File: src/rtl/nonce_tx_arbiter_pkg.sv
// rtl/nonce_tx_arbiter_pkg.sv - shared state encodings, timeout default and byte-swap helper
package nonce_tx_arbiter_pkg;

  typedef enum logic [1:0] {
    ST_IDLE      = 2'd0,
    ST_WAIT_BUSY = 2'd1,
    ST_WAIT_DONE = 2'd2
  } tx_state_e;

  localparam int unsigned DEFAULT_BUSY_TIMEOUT = 15;

  // Reverse byte order so the host receives the nonce little-endian.
  function automatic logic [31:0] swap_bytes32(input logic [31:0] w);
    return {w[7:0], w[15:8], w[23:16], w[31:24]};
  endfunction

endpackage

File: src/rtl/nonce_tx_arbiter_rr.sv
// rtl/nonce_tx_arbiter_rr.sv - round-robin arbiter: request vector plus last-grant pointer to one-hot grant and index
module rr_arbiter #(
  parameter int unsigned N    = 4,
  parameter int unsigned IDXW = (N > 1) ? $clog2(N) : 1
) (
  input  logic [N-1:0]    req_i,
  input  logic [IDXW-1:0] ptr_i,
  output logic [N-1:0]    gnt_o,
  output logic [IDXW-1:0] idx_o,
  output logic            valid_o
);

  int unsigned cand;

  // Scan from ptr+1 around the ring; the first requester found wins.
  always_comb begin
    gnt_o   = '0;
    idx_o   = '0;
    valid_o = 1'b0;
    cand    = 0;
    for (int unsigned k = 1; k <= N; k++) begin
      cand = 32'(ptr_i) + k;
      if (cand >= N) begin
        cand = cand - N;
      end
      if (!valid_o && req_i[IDXW'(cand)]) begin
        valid_o             = 1'b1;
        idx_o               = IDXW'(cand);
        gnt_o[IDXW'(cand)]  = 1'b1;
      end
    end
  end

endmodule

File: src/rtl/nonce_tx_arbiter.sv
// rtl/nonce_tx_arbiter.sv - shares one serial transmitter between hasher cores returning golden nonces
module nonce_tx_arbiter
  import nonce_tx_arbiter_pkg::*;
#(
  parameter int unsigned NUM_CORES    = 4,
  parameter int unsigned BUSY_TIMEOUT = DEFAULT_BUSY_TIMEOUT,
  parameter bit          SWAP_BYTES   = 1'b0
) (
  input  logic                    clk,
  input  logic                    reset,
  input  logic [NUM_CORES-1:0]    nonce_valid,
  input  logic [32*NUM_CORES-1:0] nonce_in,
  input  logic                    new_work,
  input  logic                    tx_busy,
  output logic                    tx_send,
  output logic [31:0]             tx_word,
  output logic [NUM_CORES-1:0]    pending,
  output logic                    tx_active,
  output logic [7:0]              drop_count
);

  localparam int unsigned     IDXW        = (NUM_CORES > 1) ? $clog2(NUM_CORES) : 1;
  localparam logic [IDXW-1:0] RR_RESET    = IDXW'(NUM_CORES - 1);
  localparam logic [4:0]      TIMEOUT_LIM = 5'(BUSY_TIMEOUT);

  tx_state_e            state_q, state_d;
  logic [IDXW-1:0]      rr_q, rr_d;
  logic [NUM_CORES-1:0] pending_q, pending_d;
  logic [31:0]          hold_q [NUM_CORES];
  logic [31:0]          tx_word_q, tx_word_d;
  logic                 tx_send_q, tx_send_d;
  logic [3:0]           timer_q, timer_d;
  logic [7:0]           drop_q, drop_d;
  logic [8:0]           drop_inc, drop_sum;

  logic [NUM_CORES-1:0] arb_gnt, gnt_eff;
  logic [IDXW-1:0]      arb_idx;
  logic                 arb_any, grant_en, timeout_drop;

  rr_arbiter #(.N(NUM_CORES), .IDXW(IDXW)) u_rr (
    .req_i   (pending_q),
    .ptr_i   (rr_q),
    .gnt_o   (arb_gnt),
    .idx_o   (arb_idx),
    .valid_o (arb_any)
  );

  // A fresh getwork blocks granting so stale nonces never reach the host.
  assign grant_en = (state_q == ST_IDLE) && arb_any && !new_work;
  assign gnt_eff  = grant_en ? arb_gnt : '0;

  // Transmit handshake: grant from IDLE, wait for busy to rise, then to fall.
  always_comb begin
    state_d      = state_q;
    rr_d         = rr_q;
    tx_word_d    = tx_word_q;
    tx_send_d    = 1'b0;
    timer_d      = timer_q;
    timeout_drop = 1'b0;
    case (state_q)
      ST_IDLE: begin
        if (grant_en) begin
          state_d   = ST_WAIT_BUSY;
          rr_d      = arb_idx;
          tx_word_d = SWAP_BYTES ? swap_bytes32(hold_q[arb_idx]) : hold_q[arb_idx];
          tx_send_d = 1'b1;
          timer_d   = 4'd0;
        end
      end
      ST_WAIT_BUSY: begin
        if (tx_busy) begin
          state_d = ST_WAIT_DONE;
        end else if (({1'b0, timer_q} + 5'd1) >= TIMEOUT_LIM) begin
          state_d      = ST_IDLE;
          timeout_drop = 1'b1;
        end else begin
          timer_d = timer_q + 4'd1;
        end
      end
      ST_WAIT_DONE: begin
        if (!tx_busy) begin
          state_d = ST_IDLE;
        end
      end
      default: state_d = ST_IDLE;
    endcase
  end

  // Holding-register occupancy and lost-nonce accounting.
  always_comb begin
    pending_d = pending_q;
    drop_inc  = 9'(timeout_drop);
    for (int unsigned i = 0; i < NUM_CORES; i++) begin
      if (new_work) begin
        pending_d[i] = 1'b0;
      end else if (nonce_valid[i]) begin
        pending_d[i] = 1'b1;
        if (pending_q[i] && !gnt_eff[i]) begin
          drop_inc = drop_inc + 9'd1;
        end
      end else if (gnt_eff[i]) begin
        pending_d[i] = 1'b0;
      end
    end
    drop_sum = {1'b0, drop_q} + drop_inc;
    drop_d   = (drop_sum > 9'd255) ? 8'hFF : drop_sum[7:0];
  end

  // State register.
  always_ff @(posedge clk or posedge reset) begin
    if (reset) begin
      state_q <= ST_IDLE;
    end else begin
      state_q <= state_d;
    end
  end

  // Datapath registers: pointer, word, strobe, timer, counters, occupancy.
  always_ff @(posedge clk or posedge reset) begin
    if (reset) begin
      rr_q      <= RR_RESET;
      tx_word_q <= '0;
      tx_send_q <= 1'b0;
      timer_q   <= '0;
      drop_q    <= '0;
      pending_q <= '0;
    end else begin
      rr_q      <= rr_d;
      tx_word_q <= tx_word_d;
      tx_send_q <= tx_send_d;
      timer_q   <= timer_d;
      drop_q    <= drop_d;
      pending_q <= pending_d;
    end
  end

  // Per-core holding registers; a granted core's old value was already copied out.
  always_ff @(posedge clk or posedge reset) begin
    if (reset) begin
      for (int unsigned i = 0; i < NUM_CORES; i++) begin
        hold_q[i] <= '0;
      end
    end else begin
      for (int unsigned i = 0; i < NUM_CORES; i++) begin
        if (nonce_valid[i] && !new_work) begin
          hold_q[i] <= nonce_in[32*i +: 32];
        end
      end
    end
  end

  assign tx_send    = tx_send_q;
  assign tx_word    = tx_word_q;
  assign pending    = pending_q;
  assign tx_active  = (state_q != ST_IDLE);
  assign drop_count = drop_q;

endmodule

File: config.mk
export PLATFORM = sky130hd
export DESIGN_NAME = nonce_tx_arbiter
export DESIGN_NICKNAME = d
export VERILOG_FILES = /design/src/rtl/nonce_tx_arbiter_pkg.sv /design/src/rtl/nonce_tx_arbiter_rr.sv /design/src/rtl/nonce_tx_arbiter.sv
export SDC_FILE = /design/constraint.sdc
export NUM_CORES = 1
export LEC_CHECK = 0
export ABC_AREA = 1
export BUFFER_PORTS_ARGS = -buffer_cell sky130_fd_sc_hd__buf_2
export CAP_MARGIN = 40
export CORE_ASPECT_RATIO = 2
export CORE_MARGIN = 1
export CORE_UTILIZATION = 50
export DETAILED_ROUTE_END_ITERATION = 12
export GPL_ROUTABILITY_DRIVEN = 1
export PLACE_DENSITY = 0.77
export SYNTH_ARGS = -nofsm -noshare
export SYNTH_HDL_FRONTEND = slang
export SYNTH_SLANG_ARGS = --single-unit
File: constraint.sdc
create_clock -name clk -period 6.5 [get_ports clk]
set_input_delay 1.3 -clock clk [delete_from_list [all_inputs] [get_ports clk]]
set_output_delay 1.3 -clock clk [all_outputs]
set_load 0.02 [all_outputs]
==> flow_metrics.tcl <==
set metrics [dict create \
    num-nets-final 1312 \
    synth-compound-area-share_pct 10.8 \
    clock.fmax_mhz 165 \
    antenna_left 0 \
    worstMarginPinSlew_ns 0.867 \
    synth.top_cell.area_share_pct 51.5 \
    grt_pass1_vias 7660 \
    yosys-top-cells-area "dfrtp_1, nand2_1, o211ai_1" \
    synth_top_area_cell "dfrtp_1" \
    gp_congestion 0.905 \
    slowest_stage "dfstp_2" \
    fp-row-count 67 \
    start_util_pct 51.6 \
    synth_area_mm2 0.00869 \
    slew_headroom_pct 42.1 \
    slowest_delay_ns 0.57 \
    vias 7442 \
    synth_flop_cell "dfrtp_1" \
    synth_top_family_by_area "simple AND/OR/NAND/NOR gates" \
    grt_max_degree 93 \
    synth_edf_count 0 \
    path_clk_slew_ns 0.07 \
    vias_per_cell 5.40 \
    cts_hold_buf 0 \
    drtPass1Iterations 5 \
    finalMaxSlewViolations 0 \
    total_leakage_power_nw 5.44 \
    drive_gt1_share_pct 28.3 \
    clk_latency_ns 0.44 \
    ctsHtreeMaxLevel 4 \
    io_pins 182 \
    drc 0 \
    clk_path_buf_depth 2 \
    dpl.hpwl_um 18400 \
    cts_tree "yes" \
    clockRootBuffer "clkbuf_16" \
    syn_avg_cell_area_um2 8.81 \
    drtIter0Drc 458 \
    end_kind "flip-flop" \
    die_x_um 95.2 \
    syn_to_final_growth_pct 20.9 \
    synth_mux_area_share_pct 4.15 \
    grt_pass1_wl_um 39400 \
    post_drt_wl_per_cell_um 18.2 \
    finalHoldViolations 0 \
    setup_viol 0 \
    p_per_area_mw_per_mm2 503 \
    critPathArrivalTime_ns 6.40 \
    hp-class "flip-flop to flip-flop" \
    cp.required_ns 6.86 \
    synthMostInstantiatedCell "nand2_1" \
    antenna_found_initial 0 \
    synth-xor-area-share_pct 0.605 \
    yosysSeqAreaShare_pct 52.2 \
    finClkSkew_ns 0.0113 \
    synthesis.nets 1141 \
    cp_max_fo 8 \
    synth-simple-area-share_pct 23.3 \
    synthTopCellsByCount "nand2_1, dfrtp_1, inv_1" \
    die_h_um 188 \
    ir_drop_mv 0.253 \
    n_antenna_cell 0 \
    synth_warnings 0 \
    io_buffer_count 181 \
    fin_crit_ns 6.04 \
    dieArea_mm2 0.0179 \
    status "finished, final reports clean" \
    grtUsageTotal_pct 29.9 \
    synthAdderAreaFrac_pct 2.82 \
    place_inst 1340 \
    instances_no_fill 1377 \
    grt_overflow 0 \
    drv_cap 0 \
    cp-start-kind "flip-flop" \
    fin_total_pwr_mw 5.29 \
    numCtsBuffers 17 \
    synth_cell_types 41 \
    wl_um 25000 \
    cts.sinks 181 \
    synth_cells 986 \
    core_mm2 0.0168 \
    finalCritPeriodShare_pct 93.0 \
    synth_seq_cells 181 \
    worstSetupPathType "flip-flop to flip-flop" \
    async_reset_ff_share_pct 100 \
]
==> worst max-delay path: cells and delay by family (launching register included) <==
family	cells	cell delay, ns
AOI/OAI and AO/OA	8	1.39
adders and majority gates	6	1.82
buffers and inverters	6	0.51
DFF	1	0.57
and+or+nand+nor	12	1.68
==> logic make-up (layout without fill, tap and decap cells) <==
logic type | after synthesis | in the layout
compound gates | 143 | 143
fa+ha+maj | 19 | 19
simple gates | 473 | 473
mux | 32 | 32
flops | 181 | 181
xor+xnor | 6 | 6
buf+inv | 132 | 316
==> what timing repair did <==
item,CTS,global route
buffers inserted,0,5
resized for setup,0,6
hold endpoints to repair,0,0
setup endpoints to repair,0,8
==> power by group <==
part	switching, mW	internal (mW)	total [mW]
Sequential	0.152	1.39	1.55
Combinational	1.82	0.802	2.62
Clock	0.451	0.669	1.12
Total	2.42	2.87	5.29
==> flip-flops by register name (all words and copies together), names as in the netlist <==
signal      count
drop_count      8
hold_q        128
pending         4
rr_q            2
state_q         2
timer_q         4
tx_send         1
tx_word        32
==> per-stage QoR <==
| stage | setup slack [ns] | setup TNS (ns) | hold WS, ns | area (um^2) | utilization [%] |
|---|---|---|---|---|---|
| finish | 0.457 | 0 | 0.473 | 10500 | 62.3 |
| global route | -0.00402 | -0.00793 | 0.498 | 10500 | 62.3 |
| detailed placement | 0.134 | 0 | 0.459 | 9790 | 58.1 |
| global placement | 0.301 | 0 | 0.453 | 9740 | 57.8 |
| CTS | 0.112 | 0 | 0.475 | 10400 | 62.0 |
| floorplan | 0.288 | 0 | 0.442 | 8690 | - |
==> worst paths after layout <==
kind,start,to,slack [ns],cells after the start
worst max-delay path,rr_q[1],drop_count[5],0.46,32
worst min register to register,hold_q[32],hold_q[32],0.47,2
worst min-delay path,hold_q[32],hold_q[32],0.47,2
worst max register to register,rr_q[1],drop_count[5],0.46,32
max in group asynchronous,reset,hold_q[82],4.44,4
min in group asynchronous,reset,hold_q[31],0.73,2
==> routing by layer <==
metal,wire [um],global-route usage [%],part of all wire [%],vias to the layer above
met5,0,0,0,-
met4,1660,19.2,6.6,0
met3,1010,4.60,4.0,67
met2,13900,54.5,56,238
met1,8440,30.4,34,3583
li1,-,-,-,3554
==> cell type report <==
class,instances,area (um^2)
inverter,86,337
tap,207,259
sequential,181,4530
timing repair buffer,198,1070
clock inverter,13,194
clock buffer,19,453
multi-input combinational,673,3650
fill,1463,6350
==> cell usage in the layout (no fill, tap or decap), types with 3 or more instances in the layout <==
cell type   count
a21oi_1         8
a31oi_1        15
buf_2         181
buf_4          15
bufinv_16       4
clkbuf_16      17
clkinvlp_4      5
dfrtp_1       179
ha_1           18
inv_1          76
inv_2           4
inv_6           4
mux2_2         32
nand2_1       332
nand2_2         6
nand3_1        47
nand3_2         4
nand4_1         8
nor2_1         31
nor2_2          4
nor2_4          3
o211ai_1       64
o21ai_0        43
o21ai_2         3
or2_2          32
xor2_1          4
Power figures use the tool's default switching activity.
